===== src/rtl/adv_timer_counter.sv =====
`default_nettype none
// ============================================================================
//  Module      : adv_timer_counter
//  Description : Event-driven prescaled counter for one advanced-timer channel.
//                Supports sawtooth and up/down (triangle) counting, shadowed
//                configuration, advance strobe and period-end pulse.
//  Revision    : 1.0 - initial release
// ============================================================================
module adv_timer_counter #(
  parameter int NUM_BITS   = 16,
  parameter int PRESC_BITS = 8
) (
  input  logic                  clk_i,
  input  logic                  rst_i,
  input  logic                  ctrl_active_i,
  input  logic                  ctrl_update_i,
  input  logic                  ctrl_rst_i,
  input  logic [NUM_BITS-1:0]   cfg_start_i,
  input  logic [NUM_BITS-1:0]   cfg_end_i,
  input  logic [PRESC_BITS-1:0] cfg_presc_i,
  input  logic                  cfg_sawtooth_i,
  input  logic                  event_i,
  output logic [NUM_BITS-1:0]   counter_o,
  output logic                  dir_o,
  output logic                  tick_o,
  output logic                  end_o
);

  localparam logic [NUM_BITS-1:0]   CNT_ONE   = {{(NUM_BITS-1){1'b0}}, 1'b1};
  localparam logic [PRESC_BITS-1:0] PRESC_ONE = {{(PRESC_BITS-1){1'b0}}, 1'b1};

  typedef enum logic [0:0] {
    DIR_UP   = 1'b0,
    DIR_DOWN = 1'b1
  } dir_t;

  // Shadow configuration
  logic [NUM_BITS-1:0]   r_start;
  logic [NUM_BITS-1:0]   r_end;
  logic [PRESC_BITS-1:0] r_presc;
  logic                  r_saw;

  // Counting state
  logic [PRESC_BITS-1:0] r_presc_cnt;
  logic [NUM_BITS-1:0]   r_counter;
  dir_t                  r_dir;
  logic                  r_tick;
  logic                  r_end_p;

  // Next-state values
  logic [PRESC_BITS-1:0] w_presc_cnt;
  logic [NUM_BITS-1:0]   w_counter;
  dir_t                  w_dir;
  logic                  w_tick;
  logic                  w_end_p;
  logic                  w_tick_cond;
  logic [NUM_BITS-1:0]   w_restart_val;

  // Shadow registers capture the configuration whenever an update is requested
  always_ff @(posedge clk_i) begin
    if (rst_i) begin
      r_start <= '0;
      r_end   <= '0;
      r_presc <= '0;
      r_saw   <= 1'b1;
    end else if (ctrl_update_i) begin
      r_start <= cfg_start_i;
      r_end   <= cfg_end_i;
      r_presc <= cfg_presc_i;
      r_saw   <= cfg_sawtooth_i;
    end
  end

  // State register for prescaler, counter, direction and output pulses
  always_ff @(posedge clk_i) begin
    if (rst_i) begin
      r_presc_cnt <= '0;
      r_counter   <= '0;
      r_dir       <= DIR_UP;
      r_tick      <= 1'b0;
      r_end_p     <= 1'b0;
    end else begin
      r_presc_cnt <= w_presc_cnt;
      r_counter   <= w_counter;
      r_dir       <= w_dir;
      r_tick      <= w_tick;
      r_end_p     <= w_end_p;
    end
  end

  // Next-state logic: restart, prescaling and sawtooth / triangle stepping
  always_comb begin
    w_presc_cnt   = r_presc_cnt;
    w_counter     = r_counter;
    w_dir         = r_dir;
    w_tick        = 1'b0;
    w_end_p       = 1'b0;
    // >= rather than == so a prescaler lowered below the running count ticks at once
    w_tick_cond   = ctrl_active_i & event_i & (r_presc_cnt >= r_presc);
    // A restart issued together with an update uses the incoming start value
    w_restart_val = ctrl_update_i ? cfg_start_i : r_start;

    if (ctrl_rst_i) begin
      w_counter   = w_restart_val;
      w_presc_cnt = '0;
      w_dir       = DIR_UP;
    end else if (ctrl_active_i && event_i) begin
      if (w_tick_cond) begin
        w_presc_cnt = '0;
        w_tick      = 1'b1;
        if (r_saw) begin
          w_dir = DIR_UP;
          if (r_counter >= r_end) begin
            w_counter = r_start;
            w_end_p   = 1'b1;
          end else begin
            w_counter = r_counter + CNT_ONE;
          end
        end else if (r_dir == DIR_UP) begin
          if (r_counter >= r_end) begin
            if (r_end > r_start) begin
              w_dir     = DIR_DOWN;
              w_counter = r_end - CNT_ONE;
            end else begin
              // Degenerate period: behaves like a one-step sawtooth
              w_counter = r_start;
              w_end_p   = 1'b1;
            end
          end else begin
            w_counter = r_counter + CNT_ONE;
          end
        end else begin
          if (r_counter <= r_start) begin
            w_dir     = DIR_UP;
            w_counter = (r_start >= r_end) ? r_start : (r_start + CNT_ONE);
            w_end_p   = 1'b1;
          end else begin
            w_counter = r_counter - CNT_ONE;
          end
        end
      end else begin
        w_presc_cnt = r_presc_cnt + PRESC_ONE;
      end
    end
  end

  assign counter_o = r_counter;
  assign dir_o     = r_dir;
  assign tick_o    = r_tick;
  assign end_o     = r_end_p;

endmodule
`default_nettype wire

===== config.mk =====
export PLATFORM = sky130hd
export DESIGN_NAME = adv_timer_counter
export DESIGN_NICKNAME = d
export VERILOG_FILES = /design/src/rtl/adv_timer_counter.sv
export SDC_FILE = /design/constraint.sdc
export NUM_CORES = 1
export LEC_CHECK = 0
export CAP_MARGIN = 20
export CORE_MARGIN = 5
export CORE_UTILIZATION = 55
export CTS_BUF_LIST = sky130_fd_sc_hd__clkbuf_2
export CTS_CLUSTER_DIAMETER = 60
export DETAILED_ROUTE_END_ITERATION = 6
export PLACE_DENSITY = 0.84
export SLEW_MARGIN = 20
export SYNTH_ARGS = -nofsm -noshare
export SYNTH_HDL_FRONTEND = slang
export SYNTH_SLANG_ARGS = --single-unit

===== constraint.sdc =====
create_clock -name clk_i -period 5.3 [get_ports clk_i]
set_clock_uncertainty 0.05 [all_clocks]
set_input_delay 1.59 -clock clk_i [delete_from_list [all_inputs] [get_ports clk_i]]
set_output_delay 1.59 -clock clk_i [all_outputs]
set_load 0.1 [all_outputs]

### Word level (Yosys, flattened, before mapping)

Index checks and enable logic that the tools add are counted.

* output and inout bits: 19
* register bits: 68
* logic and storage cells: 55

* reduce and logical (&&, ||, !) cells: 8
* order comparisons: 5
* mux-type cells: 24
* add/sub/neg operators: 5
* bitwise operators: 4

Operators with widths (number)
* 2-to-1 mux 16 bit: 11
* adder 16 x 1 -> 16 bit (second input constant): 2
* greater-or-equal comparator 16 bit: 2
* subtractor 16 x 1 -> 16 bit (second input constant): 2
* > comparator 16 bit: 1
* less-or-equal comparator 16 bit: 1
* 2-to-1 mux 1 bit: 12
* adder 8 x 1 -> 8 bit (second input constant): 1
* greater-or-equal comparator 8 bit: 1
* 2-to-1 mux 8 bit: 1
* AND reduction 2 bit: 2
* nonzero test 2 bit: 2
* OR reduction 4 bit: 1
* OR reduction 3 bit: 1
* AND 1 bit: 2
* NOT 1 bit: 2
* OR reduction 2 bit: 1
* logical AND 1 bit: 1

### Longest topological paths before layout

Gate-level depths: netlist of the first run.

* depth in word-level cells: 8
* mapped depth: 12

### Worst setup path before layout of the first run

OpenSTA, ideal clock, no wires.

* path kind: input to register
* from: input ctrl_active_i
* to: register r_counter[4], in the netlist counter_o[4]
* cell stages on the path: 7
* buffers on the path: 0
* data required time: 5191 ps
* slack: 2016 ps
* setup time: 59 ps
* data arrival time: 3175 ps
* cell sequence: and2_1 o21ai_0 a211oi_1 nand2_1 a41o_1 a311oi_1 o31a_1

* longest elaborated chain between the ends: 4

RTL lines
* start, declared: line 15 `input logic ctrl_active_i,`
* AND 1 bit (2 in a row): line 99 `w_tick_cond = ctrl_active_i & event_i & (r_presc_cnt >= r_presc);`
* nonzero test 2 bit (no line)
* AND reduction 2 bit (no line) *
* end signal, assigned: line 84 `r_counter <= w_counter;`
* end, declared: line 45 `logic [NUM_BITS-1:0] r_counter;`

Mark *: on every way between the ends. The rest lies on a longest branch, timed or not.
A chain may end at the register's enable or synchronous reset.

### Worst setup path in the final report of the first run

* from: register r_dir, in the netlist dir_o
* to: output dir_o

RTL lines
* start, declared: line 46 `dir_t r_dir;`
* start signal, assigned: line 85 `r_dir <= w_dir;`
* end, declared: line 24 `output logic dir_o,`

No word-level cell between the ends.

==> qor.txt, run 1 <==
Startpoint Class - flop
Synth Cell Area - 5660 um2
Diodes inserted - 0
Area Growth Syn to Fin - 14.7%
async set or reset register ratio after synthesis - 0%
Final Util - 63.7%
synthesis-stage register bit count - 68
CTS resizes - 0
die area - 12400 um2
Clk pin slew, worst setup/hold paths - 0.21 ns
setup bufs post-CTS - 0
DR vias - 5870
nature of the critical path endpoint - primary output
top cells by count, synth - nor2_1 (96), dfxtp_1 (68), ha_1 (61)
relative slew slack - 33.2%
H-tree Lvls - 3
# nets final - 885
layout cell share with drive strength beyond 1 - 4.73%
max-cap check violation count - 0
first drt pass iteration count - 6
FMAX - 230 MHz
Power Dens Cells - 240 nW/um2
Worst path slowest cell - clkdlybuf4s50_1
Avg Vias per Cell - 6.39
RSZ-0062 raised after global routing - false
count leader, synth - nor2_1
worst slew pin tran - 0.995 ns
outcome - complete, no violations
delay-heaviest family, CP - buffers and inverters
clk root buf - clkbuf_2
crit path DAT - 2.70 ns
Core Region - 10200 um2
Fillers - 909
cts hold-fix bufs - 0
Synthesized Nets - 835
leakage - 2.59 nW
Critical Path RT - 3.66 ns
vias in the first global route - 5894
initial antenna violation count - 0
sequential area share after synthesis - 24.1%
Post-synth EDFFs - 0
Die H - 111 um
leading register cell type out of synthesis - dfxtp_1
largest cells by area after synthesis - dfxtp_1 (24%), ha_1 (13%), mux2i_1 (8.1%)
Max Slew Vio Count - 0
largest net degree at the start of global routing - 29
Yosys top cell by area - dfxtp_1
flop2flop setup slack - 1.50 ns
crit-path max cell delay - 1.28 ns
Site Rows - 37
CP max FO - 18
post-route ant nets - 0
Ys Warns - 0
final wirelength - 18700 um
worst-skew pair later-pin latency - 0.56 ns
crit path time final - 4.34 ns
CTS Sinks - 68
global-route usage over all layers - 29.9%
DRC - 0
hold crit path type - reg -> reg
IO Count - 66
DRT iter0 DRCs - 620
CTS tree - done
initial core utilization - 55.6%
Num CTS Buffers - 9
Fin. Hold Viols - 0
maximum VDD drop - 0.141 mV
area share of the largest cell type after synthesis - 24.1%
WS Path Type - reg -> out
first-pass GRT wire length - 30000 um
CP cell instances - clkdlybuf4s50_1
Buffers & Inverters on Critical Path - 1
period utilisation layout - 81.9%
clock tree buffer depth - 2
average size of a mapped cell - 7.78 um2
Die W - 111 um
post-synthesis instance total - 727
# port buffers - 65
final setup fails - 0
DR WL/cell - 20.4 um
Setup TNS - 0 ns
DP Wirelength - 14500 um
Final Wtd Congestion - 0.943
Netlist cell types - 66
total global routing overflow - 0
[cell families after synthesis]
logic type      count (synthesis)  share of synthesized area, %
compound gates                155                          18.3
buf+inv                        82                          5.66
flops                          68                          24.1
fa+ha+maj                      61                          13.5
mux                            47                          8.40
xor+xnor                       53                          8.20
simple gates                  261                          21.9
[metrics by stage]
step	hold WS, ns	area (um2)	total power, mW	setup slack, ns	cells
floorplan	0.410	5660	1.08	2.02	727
global placement	0.427	6400	1.26	1.32	902
detailed placement	0.437	6400	1.28	1.24	902
CTS	0.479	6490	1.54	0.991	918
global route	0.510	6490	1.64	0.901	918
finish	0.470	6490	1.56	0.958	918
[placed cells by master (no fill, tap or decap), types with 3 or more instances in the layout]
| master | count |
|---|---|
| clkdlybuf4s50_1 | 64 |
| o211ai_1 | 9 |
| o22ai_1 | 7 |
| nor3_1 | 19 |
| or4_1 | 3 |
| a211oi_1 | 19 |
| xor2_1 | 12 |
| and3_1 | 3 |
| inv_1 | 49 |
| nor4_1 | 9 |
| mux2i_1 | 46 |
| nand3_1 | 28 |
| o221ai_1 | 3 |
| buf_4 | 7 |
| and2_1 | 4 |
| nand4_1 | 20 |
| a21o_1 | 4 |
| o21ai_0 | 26 |
| and4_1 | 3 |
| nor2_1 | 96 |
| a31oi_1 | 7 |
| dfxtp_1 | 68 |
| ha_1 | 61 |
| o21ai_1 | 3 |
| a21oi_1 | 37 |
| clkinvlp_4 | 4 |
| nand2_1 | 58 |
| o31ai_1 | 5 |
| o31a_1 | 4 |
| nor2b_1 | 4 |
| a22oi_1 | 5 |
| clkbuf_2 | 9 |
| xnor2_1 | 41 |
[worst paths after layout]
check,start,to,depth (start not counted)
max,dir_o$_SDFFE_PP0P_,dir_o,1
max reg2reg,counter_o[7]$_SDFFE_PP0P_,counter_o[10]$_SDFFE_PP0P_,10
min reg2reg,r_presc[5]$_SDFFE_PP0P_,r_presc[5]$_SDFFE_PP0P_,2
min,r_presc[5]$_SDFFE_PP0P_,r_presc[5]$_SDFFE_PP0P_,2
[per-layer routing]
metal,track usage (%),up-vias,wire length (um)
li1,-,2720,-
met1,36.7,2720,7270
met2,48.8,353,8440
met3,7.23,77,2040
met4,14.9,0,970
met5,0,-,0
[flip-flops by register name, summed over array words and instances (netlist names)]
signal,cells
counter_o,16
end_o,1
tick_o,1
r_end,16
r_presc,8
dir_o,1
r_start,16
r_saw,1
r_presc_cnt,8
[power breakdown]
group	leakage (nW)	switching (mW)	internal (mW)
clock network	0.0474	0.211	0.0573
logic	1.98	0.434	0.246
registers	0.560	0.0691	0.542
[cell type report]
type | count | area [um2] | share of cell area [%]
clock buffers | 9 | 45.0 | 0.694
clock inverters | 7 | 43.8 | 0.675
inverters | 49 | 184 | 2.83
multi-input cells | 577 | 3990 | 61.4
flip-flops and latches | 68 | 1360 | 21.0
well taps | 136 | 170 | 2.62
repair buffers | 72 | 698 | 10.8
No activity file was read; power rests on OpenSTA's default activity.
==> inputs of run 2 (changes only) <==
Clock period 5.3 ns to 4.5 ns, I/O delays scaled along.
==> qor.txt, run 2 (synthesized netlist as in run 1, its figures left out) <==
RSZ-0062 raised after global routing - false (unchanged)
CTS resizes - 0 (unchanged)
worst-skew pair later-pin latency - 0.57 ns (was 0.56 ns)
Startpoint Class - flop (unchanged)
Core Region - 10200 um2 (unchanged)
CP cell instances - clkdlybuf4s50_1 (unchanged)
commonest non-fill, non-tap cells in the layout - nor2_1 (96), dfxtp_1 (68), clkdlybuf4s50_1 (63) (was nor2_1 (96), dfxtp_1 (68), clkdlybuf4s50_1 (64))
Max Slew Vio Count - 0 (unchanged)
Diodes inserted - 0 (unchanged)
final worst slack - 0.546 ns (was 0.958 ns)
clock tree buffer depth - 2 (unchanged)
leakage - 2.63 nW (was 2.59 nW)
CTS tree - done (unchanged)
cts hold-fix bufs - 0 (unchanged)
Clk pin slew, worst setup/hold paths - 0.22 ns (was 0.21 ns)
Final Util - 63.9% (was 63.7%)
Worst path slowest cell - clkdlybuf4s50_1 (unchanged)
commonest non-fill, non-tap cell in the layout - nor2_1 (unchanged)
Seq. cell area - 1360 um2 (unchanged)
Num CTS Buffers - 9 (unchanged)
Die H - 111 um (unchanged)
dpl cells - 907 (was 902)
crit path time final - 3.95 ns
crit-path max cell delay - 1.25 ns (was 1.28 ns)
Int Power - 999 uW (was 845 uW)
Finished Layout Cells - 922 (was 918)
max-cap check violation count - 0 (unchanged)
Fin. Hold Viols - 0 (unchanged)
Power Dens Cells - 282 nW/um2 (was 240 nW/um2)
maximum VDD drop - 0.175 mV (was 0.141 mV)
global-route usage over all layers - 30.4% (was 29.9%)
die area - 12400 um2 (unchanged)
delay-heaviest family, CP - buffers and inverters (unchanged)
Final Wtd Congestion - 1.00 (was 0.943)
first-pass GRT wire length - 30200 um (was 30000 um)
DR WL/cell - 20.8 um (was 20.4 um)
Sw Ratio - 45.6% (was 45.8%)
largest net degree at the start of global routing - 26 (was 29)
final setup fails - 0 (unchanged)
Avg Vias per Cell - 6.47 (was 6.39)
CP max FO - 11 (was 18)
Die W - 111 um (unchanged)
post-route ant nets - 0 (unchanged)
worst slew pin tran - 1.11 ns (was 0.995 ns)
# port buffers - 65 (unchanged)
Combinational Power Share - 43.9% (was 43.6%)
Reg power frac - 39.1% (was 39.2%)
hold crit path type - reg -> reg (unchanged)
DRC - 0 (unchanged)
switching power total - 836 uW (was 714 uW)
IO Count - 66 (unchanged)
period utilisation layout - 87.9%
layout cell share with drive strength beyond 1 - 5.22% (was 4.73%)
first drt pass iteration count - 5 (was 6)
nature of the critical path endpoint - primary output (unchanged)
final wirelength - 19200 um (was 18700 um)
vias in the first global route - 5753 (was 5894)
Area Growth Syn to Fin - 15.0% (was 14.7%)
DP Wirelength - 14900 um (was 14500 um)
FMAX - 253 MHz
setup bufs post-CTS - 0 (unchanged)
outcome - complete, no violations (unchanged)
dpl ws - 0.825 ns (was 1.24 ns)
Buffers & Inverters on Critical Path - 1 (unchanged)
CTS Sinks - 68 (unchanged)
DR vias - 5964 (was 5870)
WS Path Type - reg -> out (unchanged)
total global routing overflow - 0 (unchanged)
crit path DAT - 2.55 ns (was 2.70 ns)
area of the multi-input gates - 3990 um2 (unchanged)
final total power - 1.83 mW (was 1.56 mW)
Clock Power Share - 17.0% (was 17.2%)
initial antenna violation count - 0 (unchanged)
Setup TNS - 0 ns (unchanged)
Site Rows - 37 (unchanged)
clk root buf - clkbuf_2 (unchanged)
Critical Path RT - 3.10 ns (was 3.66 ns)
initial core utilization - 55.6% (unchanged)
DRT iter0 DRCs - 669 (was 620)
H-tree Lvls - 3 (unchanged)
Fillers - 889 (was 909)
relative slew slack - 26.2% (was 33.2%)
# nets final - 890 (was 885)
run 2: layout make-up:
class	instances	share of cell area, %
clock buffers	11	0.846
clock inverters	4	0.269
inverters	49	2.83
multi-input cells	577	61.3
flip-flops and latches	68	20.9
well taps	136	2.61
repair buffers	77	11.3
run 2: power groups by stage:
stage | Combinational (mW) | Sequential, mW | Clock (mW)
floorplan | 0.483 | 0.784 | 0
global placement | 0.765 | 0.723 | 0
detailed placement | 0.782 | 0.726 | 0
CTS | 0.786 | 0.712 | 0.308
global route | 0.864 | 0.723 | 0.333
finish | 0.805 | 0.717 | 0.312
run 2: metal layers:
| layer | track usage [%] | vias up | part of all wire (%) |
|---|---|---|---|
| met3 | 4.89 | 72 | 9.7 |
| li1 | - | 2738 | - |
| met1 | 39.8 | 2768 | 40 |
| met2 | 49.3 | 386 | 45 |
| met4 | 13.5 | 0 | 4.6 |
| met5 | 0 | - | 0 |
run 2: stage by stage:
| step | hold slack (ns) | cell area, um2 |
|---|---|---|
| 2_1_floorplan | 0.410 | 5660 |
| 3_5_place_dp | 0.434 | 6430 |
| 3_3_place_gp | 0.427 | 6430 |
| 6_report | 0.467 | 6510 |
| 4_1_cts | 0.474 | 6510 |
| 5_1_grt | 0.505 | 6510 |
run 2: final timing paths:
check / startpoint / end / slack (ns) / cells after the start
setup reg to reg: counter_o[11]$_SDFFE_PP0P_ / counter_o[1]$_SDFFE_PP0P_ / 0.94 / 9
hold / removal: r_presc[4]$_SDFFE_PP0P_ / r_presc[4]$_SDFFE_PP0P_ / 0.47 / 2
setup / recovery: counter_o[4]$_SDFFE_PP0P_ / counter_o[4] / 0.55 / 1
hold reg to reg: r_presc[4]$_SDFFE_PP0P_ / r_presc[4]$_SDFFE_PP0P_ / 0.47 / 2
==> inputs of run 3 (changes only) <==
Settings changed: RECOVER_POWER set to 25.
==> qor.txt, run 3 (synthesized netlist as in run 1, its figures left out) <==
Fillers - 891 (was 889)
RR Startpoint - counter_o[11]$_SDFFE_PP0P_ (unchanged)
hold path startpoint - r_presc[4]$_SDFFE_PP0P_ (unchanged)
layout cell share with drive strength beyond 1 - 5.09% (was 5.22%)
DRC - 0 (unchanged)
period utilisation layout - 87.5% (was 87.9%)
Worst path slowest cell - clkdlybuf4s50_1 (unchanged)
final worst slack - 0.562 ns (was 0.546 ns)
CTS Sinks - 68 (unchanged)
# port buffers - 65 (unchanged)
# nets final - 890 (unchanged)
Core Region - 10200 um2 (unchanged)
first-pass GRT wire length - 30200 um (unchanged)
Num CTS Buffers - 9 (unchanged)
Site Rows - 37 (unchanged)
DR WL/cell - 20.9 um (was 20.8 um)
delay-heaviest family, CP - buffers and inverters (unchanged)
FMAX - 254 MHz (was 253 MHz)
DP Wirelength - 14900 um (unchanged)
Buffers & Inverters on Critical Path - 1 (unchanged)
die area - 12400 um2 (unchanged)
commonest non-fill, non-tap cells in the layout - nor2_1 (96), dfxtp_1 (68), clkdlybuf4s50_1 (62) (was nor2_1 (96), dfxtp_1 (68), clkdlybuf4s50_1 (63))
clock tree buffer depth - 2 (unchanged)
first drt pass iteration count - 5 (unchanged)
initial core utilization - 55.6% (unchanged)
Clk pin slew, worst setup/hold paths - 0.20 ns (was 0.22 ns)
nature of the critical path endpoint - primary output (unchanged)
Final Wtd Congestion - 1.00 (unchanged)
crit path DAT - 2.54 ns (was 2.55 ns)
final instance area - 6500 um2 (was 6510 um2)
dpl ws - 0.825 ns (unchanged)
CP Launch Point - counter_o[4]$_SDFFE_PP0P_ (unchanged)
commonest non-fill, non-tap cell in the layout - nor2_1 (unchanged)
Die H - 111 um (unchanged)
crit-path max cell delay - 1.26 ns (was 1.25 ns)
CP max FO - 11 (unchanged)
DRT iter0 DRCs - 668 (was 669)
global-route usage over all layers - 30.4% (unchanged)
met3 usage - 4.89% (unchanged)
Max Slew Vio Count - 0 (unchanged)
Final Util - 63.9% (about the same)
final setup fails - 0 (unchanged)
dpl cells - 907 (unchanged)
maximum VDD drop - 0.175 mV (about the same)
relative slew slack - 25.6% (was 26.2%)
Avg Vias per Cell - 6.47 (about the same)
final wirelength - 19300 um (was 19200 um)
total global routing overflow - 0 (unchanged)
worst slew pin tran - 1.12 ns (was 1.11 ns)
DR vias - 5963 (was 5964)
post-route ant nets - 0 (unchanged)
Area Growth Syn to Fin - 14.9% (was 15.0%)
GR met1 Demand/Resource - 39.8% (unchanged)
H-tree Lvls - 3 (unchanged)
CTS resizes - 0 (unchanged)
WS Path Type - reg -> out (unchanged)
Fin. Hold Viols - 0 (unchanged)
Die W - 111 um (unchanged)
clk root buf - clkbuf_2 (unchanged)
leakage - 2.62 nW (was 2.63 nW)
Power Dens Cells - 281 nW/um2 (was 282 nW/um2)
GR Util met2 - 49.3% (unchanged)
Startpoint Class - flop (unchanged)
Critical Path RT - 3.10 ns (about the same)
hold crit path type - reg -> reg (unchanged)
worst-skew pair later-pin latency - 0.56 ns (was 0.57 ns)
IO Count - 66 (unchanged)
CP cell instances - clkdlybuf4s50_1 (unchanged)
vias in the first global route - 5753 (unchanged)
DP Area - 6430 um2 (unchanged)
outcome - complete, no violations (unchanged)
max-cap check violation count - 0 (unchanged)
setup bufs post-CTS - 0 (unchanged)
GRT Max-Usage Layer - met2 (unchanged)
Diodes inserted - 0 (unchanged)
Setup TNS - 0 ns (unchanged)
RSZ-0062 raised after global routing - false (unchanged)
crit path time final - 3.94 ns (was 3.95 ns)
CTS tree - done (unchanged)
cts hold-fix bufs - 0 (unchanged)
largest net degree at the start of global routing - 26 (unchanged)
initial antenna violation count - 0 (unchanged)
Finished Layout Cells - 922 (unchanged)
[run 3: layout make-up]
class	instances	area [um2]	area share [%]
Timing Repair Buffer	77	729	11.2
Sequential cell	68	1360	20.9
Inverter	49	184	2.83
Clock buffer	11	55.1	0.846
Tap cell	136	170	2.62
Multi-Input combinational cell	577	3990	61.3
Clock inverter	4	17.5	0.269
[run 3: final timing paths]
check / depth (start not counted) / to / slack [ns]
setup reg to reg: 9 / counter_o[1]$_SDFFE_PP0P_ / 0.91
hold / removal: 2 / r_presc[4]$_SDFFE_PP0P_ / 0.47
hold reg to reg: 2 / r_presc[4]$_SDFFE_PP0P_ / 0.47
setup / recovery: 1 / counter_o[4] / 0.56
[run 3: power by group]
part	switching (mW)	leakage [nW]	internal, mW
clock network	0.239	0.0566	0.0692
registers	0.0795	0.560	0.638
logic	0.514	2.01	0.290
[run 3: stage by stage]
step	total power, mW	hold slack [ns]
after global routing	1.92	0.505
after detailed placement	1.51	0.434
after CTS	1.81	0.474
after global placement	1.49	0.427
after floorplan	1.27	0.410
final	1.83	0.467
[run 3: worst reg2reg max path, stage by stage, from the launching register on]
cell	delay, ns
dfxtp_1	0.63
ha_1	0.34
a21oi_1	0.21
o21ai_0	0.12
a2111oi_0	0.69
o21ai_2	0.52
nor2_1	0.30
a211oi_2	0.07
a2111oi_1	0.48
nor3_2	0.08
[run 3: per-layer routing]
metal,vias to the layer above,wire (um)
met5,-,0
met4,0,838
met3,72,1920
met2,394,8780
met1,2767,7730
li1,2730,-
